## config.mk

```make
export PLATFORM = sky130hd
export DESIGN_NAME = uart_tx_ser
export DESIGN_NICKNAME = d
export VERILOG_FILES = /design/src/rtl/uart_tx_ser.sv
export SDC_FILE = /design/constraint.sdc
export NUM_CORES = 1
export LEC_CHECK = 0
export ABC_AREA = 1
export CAP_MARGIN = 5
export CORE_ASPECT_RATIO = 1.1
export CORE_MARGIN = 1.5
export CORE_UTILIZATION = 57
export CTS_BUF_LIST = sky130_fd_sc_hd__clkbuf_8 sky130_fd_sc_hd__clkbuf_16
export CTS_CLUSTER_DIAMETER = 80
export DETAILED_ROUTE_END_ITERATION = 8
export GPL_TIMING_DRIVEN = 0
export HOLD_SLACK_MARGIN = 0.1
export PLACE_DENSITY_LB_ADDON = 0.25
export RECOVER_POWER = 50
export SLEW_MARGIN = 10
export SYNTH_ARGS = -nofsm -noshare
export SYNTH_HDL_FRONTEND = slang
export SYNTH_SLANG_ARGS = --single-unit
```

## constraint.sdc

```tcl
create_clock -name clk -period 4 [get_ports clk]
set_clock_uncertainty 0.15 [all_clocks]
set_input_delay 0.4 -clock clk [delete_from_list [all_inputs] [get_ports clk]]
set_output_delay 0.4 -clock clk [all_outputs]
set_load 0.02 [all_outputs]
```

## src/rtl/uart_tx_ser.sv

```systemverilog
// UART transmit serialiser: start bit, DATA_WIDTH data bits LSB first, optional parity, stop bit(s).
// Latency: the start bit and busy appear on the edge that accepts the frame; done pulses on the final stop edge.
// Backpressure: Data_Valid is only accepted in IDLE; requests while busy are dropped, never queued.
//
// Ports:
//   clk        system clock, rising edge
//   rst        synchronous active-high reset, overrides everything including a frame in flight
//   P_DATA     byte to send, captured on acceptance
//   Data_Valid request to send P_DATA
//   PAR_EN     1 = insert parity bit (captured on acceptance)
//   PAR_TYP    0 = even, 1 = odd parity (captured on acceptance)
//   prescale   clocks per bit, 0 treated as 1 (captured on acceptance)
//   STOP2      only with UART_TX_TWO_STOP_EN defined: 1 = two stop bits (captured on acceptance)
//   TX_OUT     serial line, idle high, registered
//   busy       frame in progress, registered
//   done       one-clock pulse when the last stop bit completes, registered
//
// Build option: define UART_TX_TWO_STOP_EN to add the STOP2 input. Without it every
// frame has exactly one stop bit.

module uart_tx_ser #(
   parameter int DATA_WIDTH = 8,
   parameter int PRESC_W    = 6
) (
   input  logic                  clk,
   input  logic                  rst,
   input  logic [DATA_WIDTH-1:0] P_DATA,
   input  logic                  Data_Valid,
   input  logic                  PAR_EN,
   input  logic                  PAR_TYP,
   input  logic [PRESC_W-1:0]    prescale,
`ifdef UART_TX_TWO_STOP_EN
   input  logic                  STOP2,
`endif
   output logic                  TX_OUT,
   output logic                  busy,
   output logic                  done
);

   // Frame states, kept as plain constants so the encoding is visible in waveforms.
   localparam logic [2:0] S_IDLE   = 3'd0;
   localparam logic [2:0] S_START  = 3'd1;
   localparam logic [2:0] S_DATA   = 3'd2;
   localparam logic [2:0] S_PARITY = 3'd3;
   localparam logic [2:0] S_STOP   = 3'd4;

   localparam int IDX_W = (DATA_WIDTH > 1) ? $clog2(DATA_WIDTH) : 1;
   localparam logic [IDX_W-1:0] LAST_IDX = IDX_W'(DATA_WIDTH - 1);

   logic [2:0]            state;
   logic [PRESC_W-1:0]    bit_cnt;     // clocks elapsed in the current bit
   logic [PRESC_W-1:0]    last_cnt;    // captured prescale minus one, bit ends when bit_cnt reaches it
   logic [DATA_WIDTH-1:0] shreg;       // remaining data bits, bit 0 is the one on the line
   logic [IDX_W-1:0]      data_idx;    // index of the data bit currently being sent
   logic                  par_en_q;
   logic                  par_bit_q;   // parity bit resolved at capture time
   logic                  stop2_q;
   logic                  stop_idx;    // 0 = first stop bit, 1 = second stop bit
   logic                  bit_end;
   logic                  stop2_in;
   logic [PRESC_W-1:0]    last_cnt_in;

`ifdef UART_TX_TWO_STOP_EN
   assign stop2_in = STOP2;
`else
   assign stop2_in = 1'b0;
`endif

   // A prescale of zero would give a zero-length bit; clamp it to one clock.
   assign last_cnt_in = (prescale == '0) ? '0 : (prescale - PRESC_W'(1));

   assign bit_end = (bit_cnt == last_cnt);

   always_ff @(posedge clk) begin
      if (rst) begin
         state     <= S_IDLE;
         bit_cnt   <= '0;
         last_cnt  <= '0;
         shreg     <= '0;
         data_idx  <= '0;
         par_en_q  <= 1'b0;
         par_bit_q <= 1'b0;
         stop2_q   <= 1'b0;
         stop_idx  <= 1'b0;
         TX_OUT    <= 1'b1;
         busy      <= 1'b0;
         done      <= 1'b0;
      end else begin
         done <= 1'b0;

         // The bit timer only runs while a frame is on the line and wraps every bit.
         if (state != S_IDLE) begin
            bit_cnt <= bit_end ? '0 : (bit_cnt + PRESC_W'(1));
         end

         case (state)
            S_IDLE: begin
               if (Data_Valid) begin
                  // Everything the frame depends on is frozen here, so later
                  // input changes cannot corrupt the frame in flight.
                  shreg     <= P_DATA;
                  par_en_q  <= PAR_EN;
                  par_bit_q <= (^P_DATA) ^ PAR_TYP;
                  last_cnt  <= last_cnt_in;
                  stop2_q   <= stop2_in;
                  stop_idx  <= 1'b0;
                  data_idx  <= '0;
                  bit_cnt   <= '0;
                  state     <= S_START;
                  TX_OUT    <= 1'b0;
                  busy      <= 1'b1;
               end
            end

            S_START: begin
               if (bit_end) begin
                  state  <= S_DATA;
                  TX_OUT <= shreg[0];
               end
            end

            S_DATA: begin
               if (bit_end) begin
                  if (data_idx == LAST_IDX) begin
                     if (par_en_q) begin
                        state  <= S_PARITY;
                        TX_OUT <= par_bit_q;
                     end else begin
                        state  <= S_STOP;
                        TX_OUT <= 1'b1;
                     end
                  end else begin
                     // Drive the next bit directly from the pre-shift value so the
                     // line changes on the same edge the shift happens.
                     shreg    <= shreg >> 1;
                     TX_OUT   <= shreg[1];
                     data_idx <= data_idx + IDX_W'(1);
                  end
               end
            end

            S_PARITY: begin
               if (bit_end) begin
                  state  <= S_STOP;
                  TX_OUT <= 1'b1;
               end
            end

            S_STOP: begin
               if (bit_end) begin
                  if (stop2_q && !stop_idx) begin
                     // Line is already high; just run one more bit period.
                     stop_idx <= 1'b1;
                  end else begin
                     state  <= S_IDLE;
                     busy   <= 1'b0;
                     done   <= 1'b1;
                     TX_OUT <= 1'b1;
                  end
               end
            end

            default: begin
               state  <= S_IDLE;
               TX_OUT <= 1'b1;
               busy   <= 1'b0;
            end
         endcase
      end
   end

endmodule

```

* Yosys cells after proc, flatten, opt, wreduce, memory -nomap -nowiden *
Cells that the tools add are included.

cells by class
  add/sub/neg operators = 3
  equality and inequality tests = 13
  muxes and demuxes = 31
  bitwise operators = 4
  reduce and logical (&&, ||, !) cells = 13

operator list
  kind                                               count
  two-way mux 3 bit                                  10
  two-way mux 6 bit                                  5
  two-way mux 8 bit                                  3
  one-hot mux 8 bit (2 select lines)                 1
  one-hot mux 3 bit (5 select lines)                 1
  inequality test 2 bit (second input constant)      7
  two-way mux 1 bit                                  8
  parity 8 bit                                       1
  adder 6 x 1 -> 6 bit (second input constant)       1
  == test 3 x 2 -> 1 bit (second input constant)     2
  == test 3 bit (second input constant)              2
  == test 6 bit                                      1
  logical NOT 6 bit                                  1
  one-hot mux 3 bit (2 select lines)                 1
  AND reduction 6 bit                                1
  OR reduction 3 bit                                 2
  subtractor 6 x 1 -> 6 bit (second input constant)  1
  AND reduction 5 bit                                1
  one-hot mux 1 bit (4 select lines)                 1
  AND reduction 4 bit                                1
  adder 3 x 1 -> 3 bit (second input constant)       1
  == test 3 x 1 -> 1 bit (second input constant)     1
  logical NOT 3 bit                                  1
  inverter 1 bit                                     3
  other kinds (7)                                    7

word-level totals
  bits in registers = 31
  output and inout bits = 3
  word-level logic and storage cells = 74

* Longest topological paths before layout *
  word-level depth = 5
  mapped depth = 11

* Least setup slack after synthesis *
No wires, ideal clock.

  path kind = reg2reg
  start point = register data_idx[0]
  end point = register data_idx[0]
  library setup time = 0.113 ns
  arrival = 1.301 ns
  required time = 3.737 ns
  path slack = 2.436 ns
  stages on the path, launching flop included = 10
  buffers on the path = 1
  period minus slack after synthesis = 1.564 ns
  cell sequence = dfxtp_1 ha_1 ha_1 inv_1 nand2_2 a21oi_2 nand2_1 buf_4 o21ai_1 nor2_1

between the ends
  longest elaborated chain between the ends = 4
  elaborated cells between the ends (all ways) = 7
  classes of those cells = add/sub (1); eq/ne (2); mux (3); reduce/logical (1)

ends and longest elaborated chain
  item                                RTL line  text
  from (decl)                         54        logic [IDX_W-1:0] data_idx;
  from (signal assigned)              137       data_idx <= data_idx + IDX_W'(1);
  adder 3 x 1 -> 3 bit                137
  two-way mux 3 bit                   124       if (data_idx == LAST_IDX) begin
  two-way mux 3 bit                   123       if (bit_end) begin
  one-hot mux 3 bit (2 select lines)  96        case (state)

Several ways; a longest one is shown, not always the timed one. The select of a mux whose other input is x is not followed.
A chain may end at the register's enable or synchronous reset.

* Worst setup path in the final report *
  start point = register bit_cnt[2]
  end point = register shreg[3]

between the ends
  longest elaborated chain between the ends = 3

ends and longest elaborated chain
  item                             RTL line  text
  from (decl)                      51        logic [PRESC_W-1:0] bit_cnt;
  from (signal assigned)           93        bit_cnt <= bit_end ? '0 : (bit_cnt + PRESC_W'(1));
  == test 6 bit                    72        assign bit_end = (bit_cnt == last_cnt);
  inequality test 2 bit (no line)  --
  AND reduction 4 bit (no line)    --
  to (signal assigned)             135       shreg <= shreg >> 1;
  to (decl)                        53        logic [DATA_WIDTH-1:0] shreg;

Every way passes these cells.

==> impl_metrics.toml <==
[synth]
ys_warn_count = 0
syn_nets = 274
synth.distinct_cells = 30
netlist_instances = 250
synth_seq_area_share_pct = 36.3
synth_seq_cells = 31
netlist_area_um2 = 1710
synth.avg_cell_area_um2 = 6.84

[pwr]
p_int_mw = 0.742
power_frac_clock_pct = 17.9
seqPwrFrac_pct = 37.5
ir_drop_mv = 0.495
cellPowerDensity_nw_per_um2 = 629
p_comb_share_pct = 44.6
p_sw_share_pct = 42.0
switchingPower_mw = 0.537
p_leak_nw = 0.913

[placement]
post-place-ws_ns = 1.84
placed_cells = 304
io_buffer_count = 21
place_area_um2 = 1960
hpwlAfterDp_um = 2600
gp_congestion = 0.834

[die]
boundaryPins = 22
die_height_um = 60.5
rows = 20
die_w_um = 55.2
die_area_um2 = 3340
coreArea_um2 = 2800
initial_core_util_pct = 61.0

[sta]
hold_violations = 0
rsz0062_at_grt = "false"
worst_pin_slew_ns = 0.691
slew_violations = 0
finalSetupViolCount = 0
setup_ws_ns = 2.07
finalCritPeriodShare_pct = 48.3
setup_tns_ns = 0
fmax_ghz = 0.518
timing.slew.headroom_pct = 53.6
fin_crit_ns = 1.93

[global_routing]
grt_pass1_vias = 1465
gr-total-overflow = 0
grt_antenna_before_repair = 0
grt_max_degree = 11
global_route.usage.total_pct = 22.2
grt_pass1_wl_um = 5930

[clock_tree]
post-cts-setup-buffer-count = 0
htreeDepth = 2
cts_resized = 0
cts_buffers = 5
cts_tree = "done"
path_clk_slew_ns = 0.06
clock_path_buffers = 2
insertion_delay_ns = 0.28
holdBufCountCts = 0
cts_root_buffer = "clkbuf_8"
cts.sinks = 31

[detailed_routing]
via_per_inst = 5.10
postRouteAntennaNets = 0
drtIter0Drc = 34
num_vias = 1590
dr.pass1.iters = 4
drc = 0
post_drt_wl_per_cell_um = 10.8
drt-total-wl_um = 3380

[run_status]
outcome = "finished clean"

[critical_path]
crit_top_cell = "nand2_1"
start_kind = "flip-flop"
slowest_delay_ns = 0.40
cp_top_family = "simple AND/OR/NAND/NOR gates"
worstSetupPathType = "reg2reg"
path_max_fanout = 10
cp-end-kind = "flip-flop"
cp_slowest_cell = "dfxtp_1"
crit_buf_inv = 2
critPathLaunch = "bit_cnt[2]"
critical_path_arrival_ns = 1.96
required_ns = 4.03
timing.rr.start = "bit_cnt[2]"
path_cells = "clkinv_1 > nand2_1 > nand2_1 > nor2_1 > nand3_1 > nand2_1 > nand2_1 > clkbuf_1 > o21ai_1 > nor2_1"

[final_layout]
mostFrequentLayoutCells = "nand2_1 (65), nor2_1 (37), dfxtp_1 (31)"
nets = 302
n_antenna_cell = 0
final_core_util_pct = 72.6
drive_above_1_share_pct = 7.17
postLayoutCellArea_um2 = 2030
syn2layout_area_growth_pct = 18.9
final_common_cell = "nand2_1"
final_cells = 312

[worst_hold_path]
min-delay-start = "TX_OUT"
hold_path.class = "reg2reg"

[flow_run]
max-cap-violations = 0
==> power groups by stage <==
| stage | registers [mW] | logic, mW | clock network [mW] |
|---|---|---|---|
| 6_report | 0.479 | 0.571 | 0.229 |
| 5_1_grt | 0.490 | 0.647 | 0.251 |
| 4_1_cts | 0.479 | 0.587 | 0.236 |
| 3_5_place_dp | 0.485 | 0.585 | 0 |
| 3_3_place_gp | 0.481 | 0.571 | 0 |
| 2_1_floorplan | 0.481 | 0.446 | 0 |
==> per-stage QoR <==
| stage | hold WS [ns] | total power [mW] |
|---|---|---|
| 2_1_floorplan | 0.299 | 0.928 |
| 3_3_place_gp | 0.293 | 1.05 |
| 3_5_place_dp | 0.301 | 1.07 |
| 4_1_cts | 0.315 | 1.30 |
| 5_1_grt | 0.326 | 1.39 |
| 6_report | 0.306 | 1.28 |
==> cell families (layout without fill, tap and decap cells) <==
| family | after synthesis | after routing | share of synthesized area, % |
|---|---|---|---|
| buf+inv | 36 | 65 | 8.71 |
| flops | 31 | 31 | 36.3 |
| xor+xnor | 15 | 15 | 7.68 |
| compound gates | 34 | 34 | 11.1 |
| simple gates | 129 | 129 | 32.6 |
| fa+ha+maj | 5 | 5 | 3.66 |
==> final timing paths <==
check	end	slack (ns)	depth (start not counted)
hold reg to reg	TX_OUT	0.31	2
hold / removal	TX_OUT	0.31	2
setup reg to reg	shreg[3]	2.07	10
setup / recovery	shreg[3]	2.07	10
==> cell usage after synthesis, drive strengths merged <==
library cell	number	share of area, %
nor2	41	10
nand4	1	0.37
nor4	1	0.37
o21ai	15	4.4
nand3b	1	0.44
dfxtp	31	36
inv	31	6.8
nand3	13	4.1
a21boi	1	0.44
o31ai	1	0.44
o211ai	1	0.44
ha	5	3.7
xor2	10	5.1
buf	4	1.7
nand2	68	16
nor3	4	1.2
clkbuf	1	0.22
a21oi	9	2.9
o22ai	7	2.6
xnor2	5	2.6
==> cell type report <==
type / count / area, um^2
multi-input cells: 183 / 936
fillers: 241 / 768
flip-flops and latches: 31 / 621
repair buffers: 21 / 210
inverters: 31 / 116
clock buffers: 5 / 68.8
well taps: 33 / 41.3
plain buffers: 5 / 28.8
clock inverters: 3 / 12.5
==> per-layer routing <==
layer / track usage [%] / up-vias / wire length [um]
li1: - / 843 / -
met1: 25.0 / 704 / 1560
met2: 40.1 / 38 / 1620
met3: 6.40 / 5 / 160
met4: 9.41 / 0 / 42
met5: 0 / - / 0
==> tightest hold or removal path, stage by stage (launching register included) <==
cell and delay, ns:
dfxtp_1 0.32, nand2_1 0.05, nand3_1 0.06
==> registers in the layout, indices dropped and copies added (netlist names) <==
register   flops
par_bit_q      1
done           1
last_cnt       6
data_idx       3
TX_OUT         1
bit_cnt        6
par_en_q       1
shreg          8
busy           1
state          3
No activity file was read; power rests on OpenSTA's default activity.
==> RTL edit 1 (same flow settings) <==
The option `UART_TX_TWO_STOP_EN` is turned on by a define.
--- a/src/rtl/uart_tx_ser.sv
+++ b/src/rtl/uart_tx_ser.sv
@@ -17,6 +17,8 @@
 //
 // Build option: define UART_TX_TWO_STOP_EN to add the STOP2 input. Without it every
 // frame has exactly one stop bit.
+
+`define UART_TX_TWO_STOP_EN
 
 module uart_tx_ser #(
    parameter int DATA_WIDTH = 8,
Interface: changed (added STOP2); port bits go from 22 to 23. No check against the original RTL was run, so the function may have changed too.
==> RTL edit 1 against the original RTL <==
- the flow now finishes with violations (design-rule violations)
- power increased by 0.41%
- synthesized area increased by 12%
- non-clock buffer count increased by 1
- die area increased by 11%
- highest routed layer unchanged
- final area increased by 8.6%
- first-iteration DRC count increased to 3.4 times the old value
- combinational power decreased by 1%
- sequential cell count increased by 2
- critical endpoint is now data_idx[0]
- via count increased by 15%
- routed wire length increased by 16%
- setup slack got worse by 420 ps
==> RTL edit 1: results (changes against the original RTL) <==
stage,metric,value,unit,change
timing,slew_headroom,64.6,%,was 53.6%
placed_design,dp_slack,2030,ps,was 1840 ps
synthesis,synth_cell_types,28,,was 30
placed_design,finalWeightedCongestion,0.780,,was 0.834
layout,final_nets,336,,was 302
worst_setup_path,critPathArrivalTime,2380,ps,was 1960 ps
run_status,violations,design-rule violations,,
power_and_ir_drop,peakVddDrop,0.000313,V,was 0.000495 V
placed_design,hpwl,2870,um,was 2600 um
power_and_ir_drop,switching_share,42.1,%,was 42.0%
timing,hold_ws,300,ps,was 306 ps
synthesis,synthTopCellsByArea,"dfxtp_1 34%, nand2_1 14%, a21oi_1 7.8%",,"was dfxtp_1 36%, nand2_1 14%, nor2_1 8.1%"
layout,top_regs,"shreg: 8 flops, bit_cnt: 6 flops, last_cnt: 6 flops",,unchanged
worst_setup_path,r2r-end,data_idx[0],,was shreg[3]
routing,first_iter_violations,116,,was 34
power_and_ir_drop,comb_power,563,uW,was 571 uW
layout,drive_gt1_share,9.00,%,was 7.17%
power_and_ir_drop,combinationalPowerShare,43.8,%,was 44.6%
global_routing,track_usage,24.8,%,was 22.2%
routing,drt-total-wl,3910,um,was 3380 um
worst_setup_path,r2r-start,state[1],,was bit_cnt[2]
routing,drtPass1Iterations,6,,was 4
layout,stdcell_area,2210,um2,was 2030 um2
layout,final.fill_count,268,,was 241
synthesis,yosysSeqAreaShare,34.5,%,was 36.3%
routing,drc,2,,was 0
layout,final_cell_count_no_fill,345,,was 312
min_path,holdPathEnd,shreg[4],,was TX_OUT
power_and_ir_drop,p_clk_share,19.9,%,was 17.9%
global_routing,grt_pass1_wl,7160,um,was 5930 um
run_status,status,"finished, violations left",,was completed
power_and_ir_drop,p_leak,0.000991,uW,was 0.000913 uW
routing,viasPerCell,5.30,,was 5.10
worst_setup_path,reg2reg_depth,9,,was 10
==> RTL edit 1: changes by cell type after synthesis, sizes merged, moves of 4 or more <==
cell	change
nor2	-12
o22ai	-6
nand2	+12
xor2	-4
a21oi	+22
inv	+8
o21ai	+13
==> RTL edit 1: cell families after synthesis <==
kind of cell               count (synthesis)  share of synthesized area, %
DFF                                       33                          34.5
buffers and inverters                     45                          9.47
AOI/OAI and AO/OA                         60                          16.3
xor gates and xnor gates                  12                          5.48
adders and majority gates                  5                          3.26
and+or+nand+nor                          128                          31.0
==> RTL edit 1: worst max-delay path, delay by kind of cell (launching register included) <==
family | cells | cell delay (ps)
AND/OR/NAND/NOR | 6 | 1120
buffers and inverters | 2 | 400
AO/OA/AOI/OAI | 1 | 180
flip-flops | 1 | 390
==> RTL edit 1: how the worst max path moves through the flow <==
stage | from | endpoint | slack, ps | depth (start not counted)
after floorplan | data_idx[0] | shreg[0] | 2460 | 9
after global placement | P_DATA[7] | par_bit_q | 2050 | 7
after detailed placement | P_DATA[7] | par_bit_q | 2030 | 7
after CTS | TX_OUT | TX_OUT | 2220 | 1
after global routing | state[1] | data_idx[0] | 1360 | 9
final | state[1] | data_idx[0] | 1650 | 9
==> RTL edit 1: metal layers <==
metal	GRT usage [%]	vias to the layer above	wire length, um
met5	0	-	0
met4	9.01	0	63
met3	5.67	6	151
met2	40.3	43	1830
met1	31.4	817	1860
li1	-	961	-
==> RTL edit 1: cell type report <==
cell class	count	area share (%)
Timing Repair Buffer	21	9.51
Clock buffer	6	3.74
Buffer	6	1.08
Sequential cell	33	29.9
Inverter	39	6.74
Clock inverter	1	0.170
Tap cell	34	1.93
Multi-Input combinational cell	205	46.9
==> RTL edit 2 (same flow settings) <==
Made on the original files. Make the reset (`rst`) asynchronous in one clocked block. Comments in the files are not updated.
--- a/src/rtl/uart_tx_ser.sv
+++ b/src/rtl/uart_tx_ser.sv
@@ -71,7 +71,7 @@
 
    assign bit_end = (bit_cnt == last_cnt);
 
-   always_ff @(posedge clk) begin
+   always_ff @(posedge clk or posedge rst) begin
       if (rst) begin
          state     <= S_IDLE;
          bit_cnt   <= '0;
Check against the original RTL: differs if rst is asserted again (counterexample within 4 cycles, from zero or initial values and one cycle with rst high); with rst held inactive, the same outputs for 10 cycles.
==> RTL edit 2 against the original RTL <==
- largest power group unchanged
- routed wire length shrank 2.1%
- setup slack lost 20 ps
- synthesized area grew 4.8%
- first-iteration DRC count shrank 5.9%
- sequential cell count is the same
- non-clock buffer count shrank 2
- final area grew 4.2%
- power grew 14%
==> RTL edit 2: results (changes against the original RTL) <==
stage,metric,value,unit,change
routing,viasPerCell,5.11,,was 5.10
placed_design,hpwl,2410,um,was 2600 um
synthesis,synth_flop_cell,dfrtp_1,,was dfxtp_1
cts,numCtsBuffers,5,,unchanged
synthesis,synth_cell_types,28,,was 30
placed_design,port-buffer-count,21,,unchanged
timing,drv_slew,0,,unchanged
run_status,status,completed,,unchanged
synthesis,synthTopCellsByArea,"dfrtp_1 42%, nand2_1 14%, inv_1 6.1%",,"was dfxtp_1 36%, nand2_1 14%, nor2_1 8.1%"
power_and_ir_drop,p_leak,0.00106,uW,was 0.000913 uW
synthesis,yosysSeqAreaShare,43.3,%,was 36.3%
layout,final.fill_count,240,,was 241
synthesis,synth-async-reset-ratio,100,%,was 0%
cts,cts.clk_slew.worst_paths,70,ps,
routing,drtPass1Iterations,4,,unchanged
global_routing,grt_max_degree,32,,was 11
synthesis,syn-num-nets,255,,was 274
cts,cts_root_buf,clkbuf_8,,unchanged
timing,tightest_slew,1150,ps,was 691 ps
synthesis,synth_warnings,0,,unchanged
global_routing,antenna_found_initial,0,,unchanged
worst_setup_path,cpPeakStageDelay,590,ps,was 400 ps
layout,drive_gt1_share,11.2,%,was 7.17%
worst_setup_path,critPathMaxFanout,2,,was 10
cts,max-clock-path-buffers,2,,unchanged
global_routing,grt_pass1_wl,5490,um,was 5930 um
layout,top_regs,"shreg: 8 flops, bit_cnt: 6 flops, last_cnt: 6 flops",,unchanged
synthesis,avgSynthCellArea,7.76,um2,was 6.84 um2
worst_setup_path,critPathArrivalTime,1400,ps,was 1960 ps
cts,cts.htree.levels,2,,unchanged
routing,drt-total-wl,3310,um,was 3380 um
layout,diodes,0,,unchanged
layout,final_cell_count_no_fill,293,,was 312
cts,cts.repair.resized,0,,unchanged
min_path,hold_path.class,flip-flop to flip-flop,,unchanged
layout,final_nets,283,,was 302
global_routing,grt_pass1_vias,1357,,was 1465
global_routing,track_usage,20.7,%,was 22.2%
synthesis,synthTopCellsByCount,"69 x nand2_1, 30 x dfrtp_1, 29 x inv_1, 17 x o21ai_0",,"was 65 x nand2_1, 37 x nor2_1, 31 x dfxtp_1, 27 x inv_1, 12 x nand3_1"
worst_setup_path,cp_slowest_cell,clkdlybuf4s50_1,,was dfxtp_1
routing,first_iter_violations,32,,was 34
cts,clk_latency,280,ps,about the same
power_and_ir_drop,switching_share,42.6,%,was 42.0%
cts,post-cts-setup-buffer-count,0,,unchanged
placed_design,finalWeightedCongestion,0.819,,was 0.834
power_and_ir_drop,peakVddDrop,0.000466,V,was 0.000495 V
worst_setup_path,cp_top_family,buffers and inverters,,was simple AND/OR/NAND/NOR gates
RTL edit 2: cell types whose count changed in the layout (fill, tap and decap cells not counted), sizes merged, moves of 3 or more:
cell,change
nand2,+7
clkdlybuf4s50,+4
nand3,-3
o21ai,+9
dfxtp,-31
inv,+3
dlygate4sd3,-4
xor2,-3
nor2,-28
a21oi,-3
dfrtp,+30
RTL edit 2: worst paths after layout:
check,startpoint,to,slack [ps],cells past startpoint
max,TX_OUT,TX_OUT,2050,1
min,TX_OUT,TX_OUT,330,2
max reg2reg,bit_cnt[3],state[0],2220,9
min reg2reg,TX_OUT,TX_OUT,330,2
max in group asynchronous,rst,data_idx[1],2300,2
min in group asynchronous,rst,shreg[5],700,2
RTL edit 2: kinds of logic (layout without fill, tap and decap cells):
logic type	Yosys count	in the layout	synth area share (%)
adder cells (fa/ha/maj)	5	5	3.49
flip-flops	31	31	43.3
AND/OR/NAND/NOR	105	105	26.0
AO/OA/AOI/OAI	39	39	11.9
buffers and inverters	38	66	8.86
XOR/XNOR	13	13	6.35
RTL edit 2: per-layer routing:
metal,up-vias,wire [um],GRT usage [%]
met5,-,0,0
met4,0,57,8.50
met3,7,121,5.59
met2,28,1630,38.0
met1,669,1500,23.1
li1,792,-,-
RTL edit 2: metrics by stage:
| step | cell area, um2 | power (uW) | util [%] | worst slack, ps | hold WS (ps) |
|---|---|---|---|---|---|
| finish | 2120 | 1460 | 70.2 | 2050 | 330 |
| global route | 2120 | 1590 | 70.2 | 1960 | 348 |
| CTS | 2130 | 1480 | 70.6 | 2040 | 336 |
| detailed placement | 2050 | 1220 | 67.7 | 1800 | 322 |
| global placement | 2050 | 1210 | 67.7 | 1810 | 310 |
| floorplan | 1790 | 1060 | - | 2410 | 294 |
RTL edit 2: power by group through the flow:
| stage | Clock, uW | Sequential, uW | Combinational (uW) |
|---|---|---|---|
| 2_1_floorplan | 0 | 519 | 541 |
| 3_3_place_gp | 0 | 520 | 686 |
| 3_5_place_dp | 0 | 525 | 695 |
| 4_1_cts | 254 | 520 | 708 |
| 5_1_grt | 265 | 535 | 792 |
| 6_report | 250 | 520 | 689 |
RTL edit 2: layout make-up:
type                       count  area [um2]  area share, %
buffer                         3        25.0           1.18
clock buffer                   6        82.6           3.89
clock inverter                 1        5.00          0.236
inverter                      35         134           6.31
multi-input combinational    162         845           39.8
sequential                    31         777           36.6
tap                           34        42.5           2.01
timing repair buffer          21         210           9.91
RTL edit 2: worst reg2reg max path: cells and delay by family, from the launching register on:
family | cells | cell delay (ps)
AND/OR/NAND/NOR | 6 | 760
flip-flops | 1 | 420
AO/OA/AOI/OAI | 1 | 180
buffers and inverters | 2 | 160
